<file path="config.mk">
export PLATFORM = sky130hd
export DESIGN_NAME = rfphoenix_mem_resp_sched
export DESIGN_NICKNAME = d
export VERILOG_FILES = /design/src/rtl/rfphoenix_mem_resp_sched.sv
export SDC_FILE = /design/constraint.sdc
export NUM_CORES = 1
export LEC_CHECK = 0
export CAP_MARGIN = 30
export CORE_ASPECT_RATIO = 0.8
export CORE_MARGIN = 1
export CORE_UTILIZATION = 36
export CTS_CLUSTER_DIAMETER = 80
export CTS_CLUSTER_SIZE = 14
export DETAILED_ROUTE_END_ITERATION = 8
export PLACE_DENSITY = 0.74
export SETUP_SLACK_MARGIN = 0.3
export SLEW_MARGIN = 25
export SYNTH_ARGS = -nofsm -noshare
export SYNTH_HDL_FRONTEND = slang
export SYNTH_SLANG_ARGS = --single-unit
</file>
<file path="constraint.sdc">
create_clock -name clk -period 4.4 [get_ports clk]
set_clock_uncertainty 0.1 [all_clocks]
set_input_delay 0.88 -clock clk [delete_from_list [all_inputs] [get_ports clk]]
set_output_delay 0.88 -clock clk [all_outputs]
set_load 0.02 [all_outputs]
</file>
<file path="src/rtl/rfphoenix_mem_resp_sched.sv">
// Memory-response scheduler: round-robin arbitration onto the response FIFO write port,
// and a drain FSM from the FIFO head to a valid/ready writeback port with rollback discard.
package rfphoenix_mem_pkg;
    localparam int unsigned NTHREADS = 4;
    localparam int unsigned TW       = $clog2(NTHREADS);

    typedef struct packed {
        logic          v;
        logic [TW-1:0] thread;
        logic [7:0]    tag;
        logic [31:0]   res;
    } MemoryArg_t;
endpackage

module rfphoenix_mem_resp_sched
    import rfphoenix_mem_pkg::*;
#(
    parameter int unsigned NREQ = 3,
    parameter int unsigned DEP  = 16,
    parameter int unsigned CW   = 16
) (
    input  logic                    clk,
    input  logic                    rst,
    input  logic [NREQ-1:0]         req,
    input  MemoryArg_t [NREQ-1:0]   req_data,
    output logic [NREQ-1:0]         ack,
    output logic                    fifo_wr,
    output MemoryArg_t              fifo_di,
    input  logic [$clog2(DEP)-1:0]  fifo_cnt,
    output logic                    fifo_rd,
    input  MemoryArg_t              fifo_dout,
    input  logic                    fifo_empty,
    input  logic [NTHREADS-1:0]     rollback,
    output logic                    wb_valid,
    output MemoryArg_t              wb_data,
    input  logic                    wb_ready,
    output logic [CW-1:0]           drop_cnt
);
    localparam int unsigned RRW = $clog2(NREQ);
    localparam int unsigned DW  = CW + 1;

    typedef enum logic [1:0] {
        IDLE = 2'd0,
        LOAD = 2'd1,
        HOLD = 2'd2
    } rd_state_e;

    logic [NREQ-1:0] ack_q, ack_d;
    logic            fifo_wr_q, fifo_wr_d;
    MemoryArg_t      fifo_di_q, fifo_di_d;
    logic [RRW-1:0]  rr_q, rr_d;
    logic            fifo_rd_q, fifo_rd_d;
    logic            wb_valid_q, wb_valid_d;
    MemoryArg_t      wb_data_q, wb_data_d;
    logic [CW-1:0]   drop_cnt_q, drop_cnt_d;
    rd_state_e       state_q, state_d;

    logic            room;
    logic [NREQ-1:0] eligible;
    logic            grant_found;
    logic [RRW-1:0]  grant_idx;
    logic            wr_drop;
    logic            rd_drop;
    logic [DW-1:0]   drop_sum;

    function automatic logic [RRW-1:0] wrap_idx(input logic [RRW-1:0] base, input int unsigned off);
        return RRW'((32'(base) + off) % NREQ);
    endfunction

    // Write arbiter; the in-flight write counts against room so the FIFO is never overfilled
    always_comb begin
        ack_d       = '0;
        fifo_wr_d   = 1'b0;
        fifo_di_d   = fifo_di_q;
        rr_d        = rr_q;
        wr_drop     = 1'b0;
        grant_found = 1'b0;
        grant_idx   = '0;
        room        = (32'(fifo_cnt) + 32'(fifo_wr_q)) < (DEP - 1);
        eligible    = req & ~ack_q;
        for (int unsigned k = 0; k < NREQ; k++) begin
            if (!grant_found && eligible[wrap_idx(rr_q, k)]) begin
                grant_found = 1'b1;
                grant_idx   = wrap_idx(rr_q, k);
            end
        end
        if (room && grant_found) begin
            ack_d[grant_idx] = 1'b1;
            rr_d             = wrap_idx(grant_idx, 1);
            if (rollback[req_data[grant_idx].thread]) begin
                wr_drop = 1'b1;
            end else begin
                fifo_wr_d = 1'b1;
                fifo_di_d = req_data[grant_idx];
            end
        end
    end

    // Read FSM: fifo_rd is high during LOAD, wb_valid high during HOLD
    always_comb begin
        state_d    = state_q;
        fifo_rd_d  = 1'b0;
        wb_valid_d = 1'b0;
        wb_data_d  = wb_data_q;
        rd_drop    = 1'b0;
        case (state_q)
            IDLE: begin
                if (!fifo_empty) begin
                    state_d   = LOAD;
                    fifo_rd_d = 1'b1;
                end
            end
            LOAD: begin
                wb_data_d = fifo_dout;
                if (!fifo_dout.v || rollback[fifo_dout.thread]) begin
                    rd_drop = 1'b1;
                    state_d = IDLE;
                end else begin
                    state_d    = HOLD;
                    wb_valid_d = 1'b1;
                end
            end
            HOLD: begin
                if (wb_ready) begin
                    state_d = IDLE;
                end else if (rollback[wb_data_q.thread]) begin
                    rd_drop = 1'b1;
                    state_d = IDLE;
                end else begin
                    wb_valid_d = 1'b1;
                end
            end
            default: state_d = IDLE;
        endcase
    end

    // Saturating drop counter; both sides may drop in the same cycle
    always_comb begin
        drop_sum   = DW'(drop_cnt_q) + DW'(wr_drop) + DW'(rd_drop);
        drop_cnt_d = drop_sum[CW] ? {CW{1'b1}} : drop_sum[CW-1:0];
    end

    always_ff @(posedge clk or posedge rst) begin
        if (rst) begin
            ack_q      <= '0;
            fifo_wr_q  <= 1'b0;
            fifo_di_q  <= '0;
            rr_q       <= '0;
            fifo_rd_q  <= 1'b0;
            wb_valid_q <= 1'b0;
            wb_data_q  <= '0;
            drop_cnt_q <= '0;
            state_q    <= IDLE;
        end else begin
            ack_q      <= ack_d;
            fifo_wr_q  <= fifo_wr_d;
            fifo_di_q  <= fifo_di_d;
            rr_q       <= rr_d;
            fifo_rd_q  <= fifo_rd_d;
            wb_valid_q <= wb_valid_d;
            wb_data_q  <= wb_data_d;
            drop_cnt_q <= drop_cnt_d;
            state_q    <= state_d;
        end
    end

    assign ack      = ack_q;
    assign fifo_wr  = fifo_wr_q;
    assign fifo_di  = fifo_di_q;
    assign fifo_rd  = fifo_rd_q;
    assign wb_valid = wb_valid_q;
    assign wb_data  = wb_data_q;
    assign drop_cnt = drop_cnt_q;

endmodule
</file>
==> results of run 1 <==
## critical path: cells and delay by family
kind | cells | cell delay, ps
AO/OA/AOI/OAI | 4 | 930
AND/OR/NAND/NOR | 8 | 1120
adder cells (fa/ha/maj) | 1 | 370
buffers and inverters | 2 | 330
multiplexers | 2 | 540
## cell usage after synthesis (7+ instances only)
| cell | count | area [um^2] |
|---|---|---|
| inv_1 | 15 | 56.3 |
| nand2_1 | 65 | 244 |
| dfrtp_1 | 112 | 2800 |
| nor2_1 | 8 | 30.0 |
| a21oi_1 | 8 | 40.0 |
| ha_1 | 13 | 163 |
| clkbuf_1 | 14 | 52.6 |
| mux2i_1 | 45 | 450 |
| mux2_1 | 39 | 439 |
| o21ai_0 | 54 | 270 |
| mux2_2 | 47 | 529 |
| nand3_1 | 7 | 35.0 |
## final cells by class
| class | count | area (um^2) | area share (%) |
|---|---|---|---|
| flip-flops and latches | 112 | 2800 | 29.6 |
| well taps | 210 | 263 | 2.77 |
| clock buffers | 9 | 225 | 2.38 |
| inverters | 16 | 62.6 | 0.660 |
| clock inverters | 7 | 75.1 | 0.792 |
| repair buffers | 324 | 3200 | 33.7 |
| multi-input cells | 348 | 2850 | 30.1 |
## cells by family after synthesis
logic type,count (synthesis)
flip-flops,112
adder cells (fa/ha/maj),14
AND/OR/NAND/NOR,113
multiplexers,134
AO/OA/AOI/OAI,79
buffers and inverters,40
XOR/XNOR,7
## how the worst max path moves through the flow
| stage | cells after the start | to | slack (ps) |
|---|---|---|---|
| 2_1_floorplan | 16 | drop_cnt[15] | 170 |
| 3_3_place_gp | 17 | drop_cnt[15] | -210 |
| 3_5_place_dp | 17 | drop_cnt[15] | -280 |
| 4_1_cts | 16 | drop_cnt[11] | 300 |
| 5_1_grt | 18 | drop_cnt[15] | 190 |
| 6_report | 17 | drop_cnt[15] | 360 |
## what timing repair did
item | CTS | global route
buffers inserted | 3 | 7
endpoints found under the setup margin | 16 | 16
pin swaps | 6 | 10
gates resized for setup | 11 | 14
gates cloned | 0 | 1
## where the power goes
part           total, uW  internal [uW]  switching (uW)
registers           1810           1530             280
logic               4210           2160            2050
clock network        811            402             409
## registers in the layout (all words and copies together), names as in the netlist
signal and count:
state_q 2, wb_data 43, rr_q 2, fifo_wr 1, drop_cnt 16, wb_valid 1
fifo_rd 1, fifo_di 43, ack 3
## per-stage QoR
stage / TNS (ps) / hold slack, ps
after floorplan: 0 / 452
after global placement: -1690 / 373
after detailed placement: -2270 / 380
after CTS: 0 / 399
after global routing: 0 / 413
final: 0 / 394
## routing by layer
layer,up-vias,routed length [um],part of all wire [%],GRT usage [%]
li1,2375,-,-,-
met1,2368,6160,37,21.5
met2,241,8590,52,37.7
met3,32,1500,9.0,6.36
met4,0,363,2.2,6.09
met5,-,0,0,0
==> metrics.txt, run 1 <==
critical path capture point type flip-flop; sink of the worst hold path fifo_di[8]; Post-CTS Hold Buffers 0; maximum clock rate 0.248 GHz; largest net degree at the start of global routing 58; Period Utilization, post-route 91.8%; vias in the first global route 5091; iteration count of the initial detailed-routing pass 5; synthesized net count 700; worst slew pin tran 715 ps; layout cells sized above 1 15.7%; Hold Crit Start fifo_di[8]; post-synthesis compound-gate area fraction 8.46%; drt initial violations 159; Die Y 115 um; I/O Pins 295; Core Region 15300 um^2; #FFs+latches synth 112; IR drop worst, VDD 0.326 mV; GRT Util Overall 20.1%; most common cell after layout, fill and taps aside clkdlybuf4s50_1; Via-to-Cell Ratio 4.89; Ant. Diodes 0; CP Data Required Time 4540 ps; placed cells 999; Pwr Density 721 nW/um^2; post-synthesis mux area share 25.9%; Critical R2R Launch rr_q[1]; Antenna Nets Post-Route 0; CTS H-tree depth 3; fin. max-slew vios 0; Seq/Total Area, Yosys 49.1%; row count 40; hold path depth 1; Die ar. 16400 um^2; placed cell area 9030 um^2; Finished Core Util 62.1%; main combinational cell family by area after synthesis multiplexers; Crit-path slowest cell fa_2; Slew headroom 52.4%; Max Root-Sink Buffers 2; via count 5016; most used cell, CP and3_4; final setup fails 0; Post-Route WL 16600 um; Synth warnings 0; Largest stage delay, worst path 370 ps; Sink Count 112; Fillers 1202; Synth Area in Adders 3.20%; Design Area, Final 9480 um^2; Num CTS Buffers 9; Final #Nets 1012; FF-to-FF End drop_cnt[15]; final hold viol count 0; Max Cap Viol 0; R2R setup slack 380 ps; R2R cell count 18; DP Wirelength 12700 um; DRC 0; EDFF count, synth 0; crit path cell chain dlygate4sd2_1, nand2b_1, a311o_1, o31ai_4, mux2_4, a22oi_2, mux2i_1, nand2_1, fa_2, inv_2, and3_4, and2_4, nand4_1, nor2_2, and3_4, nand3_2, o21a_1; RePlAce Congestion 0.873; Final min period 4040 ps; cell area after synthesis 5710 um^2; CP Max Fanout 3; HP Class reg -> reg; synth unique cells 47; initial antenna violation count 0; first-pass GRT wire length 25400 um; CP arrival 4180 ps; startpoint types input port; Clock transition at path regs 80 ps; Die Wd 143 um; CTS tree yes; IO Port Bufs 294; xor/xnor share of the synthesized area 1.07%; routed len/inst 16.2 um; synthesized instance count 499; outcome finished, final reports clean; Final Non-Filler Cells 1026; fraction of registers with async set/reset 100%; clk root buf clkbuf_16; synth-to-layout area growth 66.1%; Worst setup startpoint req[1]; slack of the critical path 361 ps; Tot Pwr 6830 uW; grt total ovfl 0; pre-CTS setup slack -280 ps; Post-synth top flop dfrtp_1; critical path class in -> reg; Simple-Gate Fraction of Synth Area 9.23%; Pleak 0.00406 uW; RSZ-0062 raised after global routing yes; worst skew pair latency 350 ps; commonest cells after routing, fill and taps aside 291 x clkdlybuf4s50_1, 112 x dfrtp_1, 65 x nand2_1; starting density of the core 37.4%; syn_area_per_cell 11.4 um^2
(Power assumes the default switching activity.)
==> run 2: changes to the inputs <==
- clock period: 4.4 -> 3.6 ns (I/O delays scaled with it)
==> run 2 against run 1 <==
  * The run now ends with negative setup slack left
  * Highest routed layer unchanged
  * Die area stayed put
  * Setup slack worse by 740 ps
  * Wire length is 8.1% higher
==> metrics.txt, run 2 (same netlist as run 1, synthesis figures left out) <==
IR drop worst, VDD 0.561 mV; GRT Util Overall 21.0%; Post-CTS Hold Buffers 0; IO Port Bufs 294; I/O Pins 295; crit path cell chain inv_2, ha_4, and4bb_1, a311o_1, o31ai_4, mux2_4, a22oi_2, mux2i_1, nand2_1, fa_2, inv_2, buf_4, ha_4, nand3_4, nor2_4, nand2_2, buf_4, buf_6, nor2_4, a21oi_2, a31oi_1; FF-to-FF End drop_cnt[14]; R2R setup slack -380 ps; Final #Nets 1033; worst slew pin tran 593 ps; clk root buf clkbuf_16; HP Class reg -> reg; Critical R2R Launch rr_q[0]; RePlAce Congestion 0.843; sink of the worst hold path wb_data[12]; first-pass GRT wire length 26500 um; final hold viol count 0; Core Region 15300 um^2; failing checks negative setup slack; CTS tree yes; vias in the first global route 5342; hold slack final 406 ps; critical path class reg -> reg; WP depth 21; worst skew pair latency 350 ps; CTS H-tree depth 3; fin. max-slew vios 0; RSZ-0062 raised after global routing yes; R2R cell count 21; iteration count of the initial detailed-routing pass 4; commonest cells after routing, fill and taps aside 291 x clkdlybuf4s50_1, 112 x dfrtp_1, 64 x nand2_1; via count 5162; Pwr Density 978 nW/um^2; hold path depth 1; row count 40; DRC 0; Max Root-Sink Buffers 2; Largest stage delay, worst path 400 ps; Die ar. 16400 um^2; outcome finished, violations left; Die Wd 143 um; DP Wirelength 12800 um; Ant. Diodes 0; Clock transition at path regs 80 ps; Max Cap Viol 0; CP top delay family compound AO/OA/AOI/OAI gates; drt initial violations 181; CP Data Required Time 3780 ps; Crit-path slowest cell dfrtp_1; Die Y 115 um; Fillers 1158; most common cell after layout, fill and taps aside clkdlybuf4s50_1; synth-to-layout area growth 74.9%; startpoint types flip-flop; critical path capture point type flip-flop; Antenna Nets Post-Route 0; maximum clock rate 0.251 GHz; CP arrival 4160 ps; Slew headroom 60.4%; placed cells 1012; Num CTS Buffers 9; CP Max Fanout 5; largest net degree at the start of global routing 89; layout cells sized above 1 23.1%; Via-to-Cell Ratio 4.93; initial antenna violation count 0; Period Utilization, post-route 111%; final setup fails 16; Sink Count 112; Final Non-Filler Cells 1047; Hold Crit Start wb_data[12]; WP buf/inv 5; slack of the critical path -383 ps; Pleak 0.00443 uW; Final min period 3980 ps; starting density of the core 37.4%; Final TNS setup -5360 ps; routed len/inst 17.1 um; pre-CTS setup slack -879 ps; grt total ovfl 0; Post-Route WL 17900 um
==> run 2: power breakdown <==
| part | total, uW | leakage, uW | internal, uW | switching [uW] |
|---|---|---|---|---|
| Combinational | 6480 | 0.00293 | 3610 | 2870 |
| Sequential | 2230 | 0.00136 | 1880 | 358 |
| Clock | 1050 | 0.000146 | 554 | 496 |
| Total | 9760 | 0.00443 | 6040 | 3720 |
==> run 2: area by class of cell <==
type | count | area (um^2) | area share (%)
Timing Repair Buffer | 346 | 3500 | 35.1
Multi-Input combinational cell | 347 | 3050 | 30.5
Sequential cell | 112 | 2800 | 28.1
Tap cell | 210 | 263 | 2.63
Clock buffer | 9 | 225 | 2.26
Clock inverter | 7 | 85.1 | 0.852
Inverter | 16 | 63.8 | 0.639
==> run 2: worst reg2reg max path: cells and delay by family (launching register included) <==
| kind | cells | cell delay (ps) |
|---|---|---|
| adder cells (fa/ha/maj) | 3 | 630 |
| multiplexers | 2 | 550 |
| flip-flops | 1 | 400 |
| AO/OA/AOI/OAI | 5 | 1010 |
| AND/OR/NAND/NOR | 6 | 700 |
| buffers and inverters | 5 | 520 |
==> run 2: timing repair <==
action                                  4_1_cts  5_1_grt
resized for setup                            14       66
pin swaps                                     8       12
endpoints found under the setup margin       58       58
buffers inserted                              3       10
cloned                                        0        6
==> run 2: worst max-delay path by stage <==
| stage | start | to | slack, ps |
|---|---|---|---|
| after detailed placement | req[2] | drop_cnt[15] | -880 |
| after floorplan | req[2] | drop_cnt[15] | -470 |
| final | rr_q[0] | drop_cnt[14] | -380 |
| after CTS | rr_q[0] | drop_cnt[15] | -340 |
| after global placement | req[2] | drop_cnt[15] | -810 |
| after global routing | rr_q[0] | drop_cnt[15] | -550 |
==> run 2: through the flow <==
stage,cell area (um^2),total power (uW),utilization (%)
floorplan,5770,5280,-
global placement,9150,7290,59.9
detailed placement,9150,7460,59.9
CTS,9520,8630,62.4
global route,9980,10300,65.4
finish,9980,9760,65.4
==> run 2: per-layer routing <==
metal  vias to the layer above  share of wire, %  global-route usage, %  wire, um
met5                         -                 0                      0         0
met4                         0               2.1                   7.10       385
met3                        31               7.6                   6.57      1360
met2                       211                51                   39.0      9190
met1                      2501                39                   22.5      7010
li1                       2419                 -                      -         -
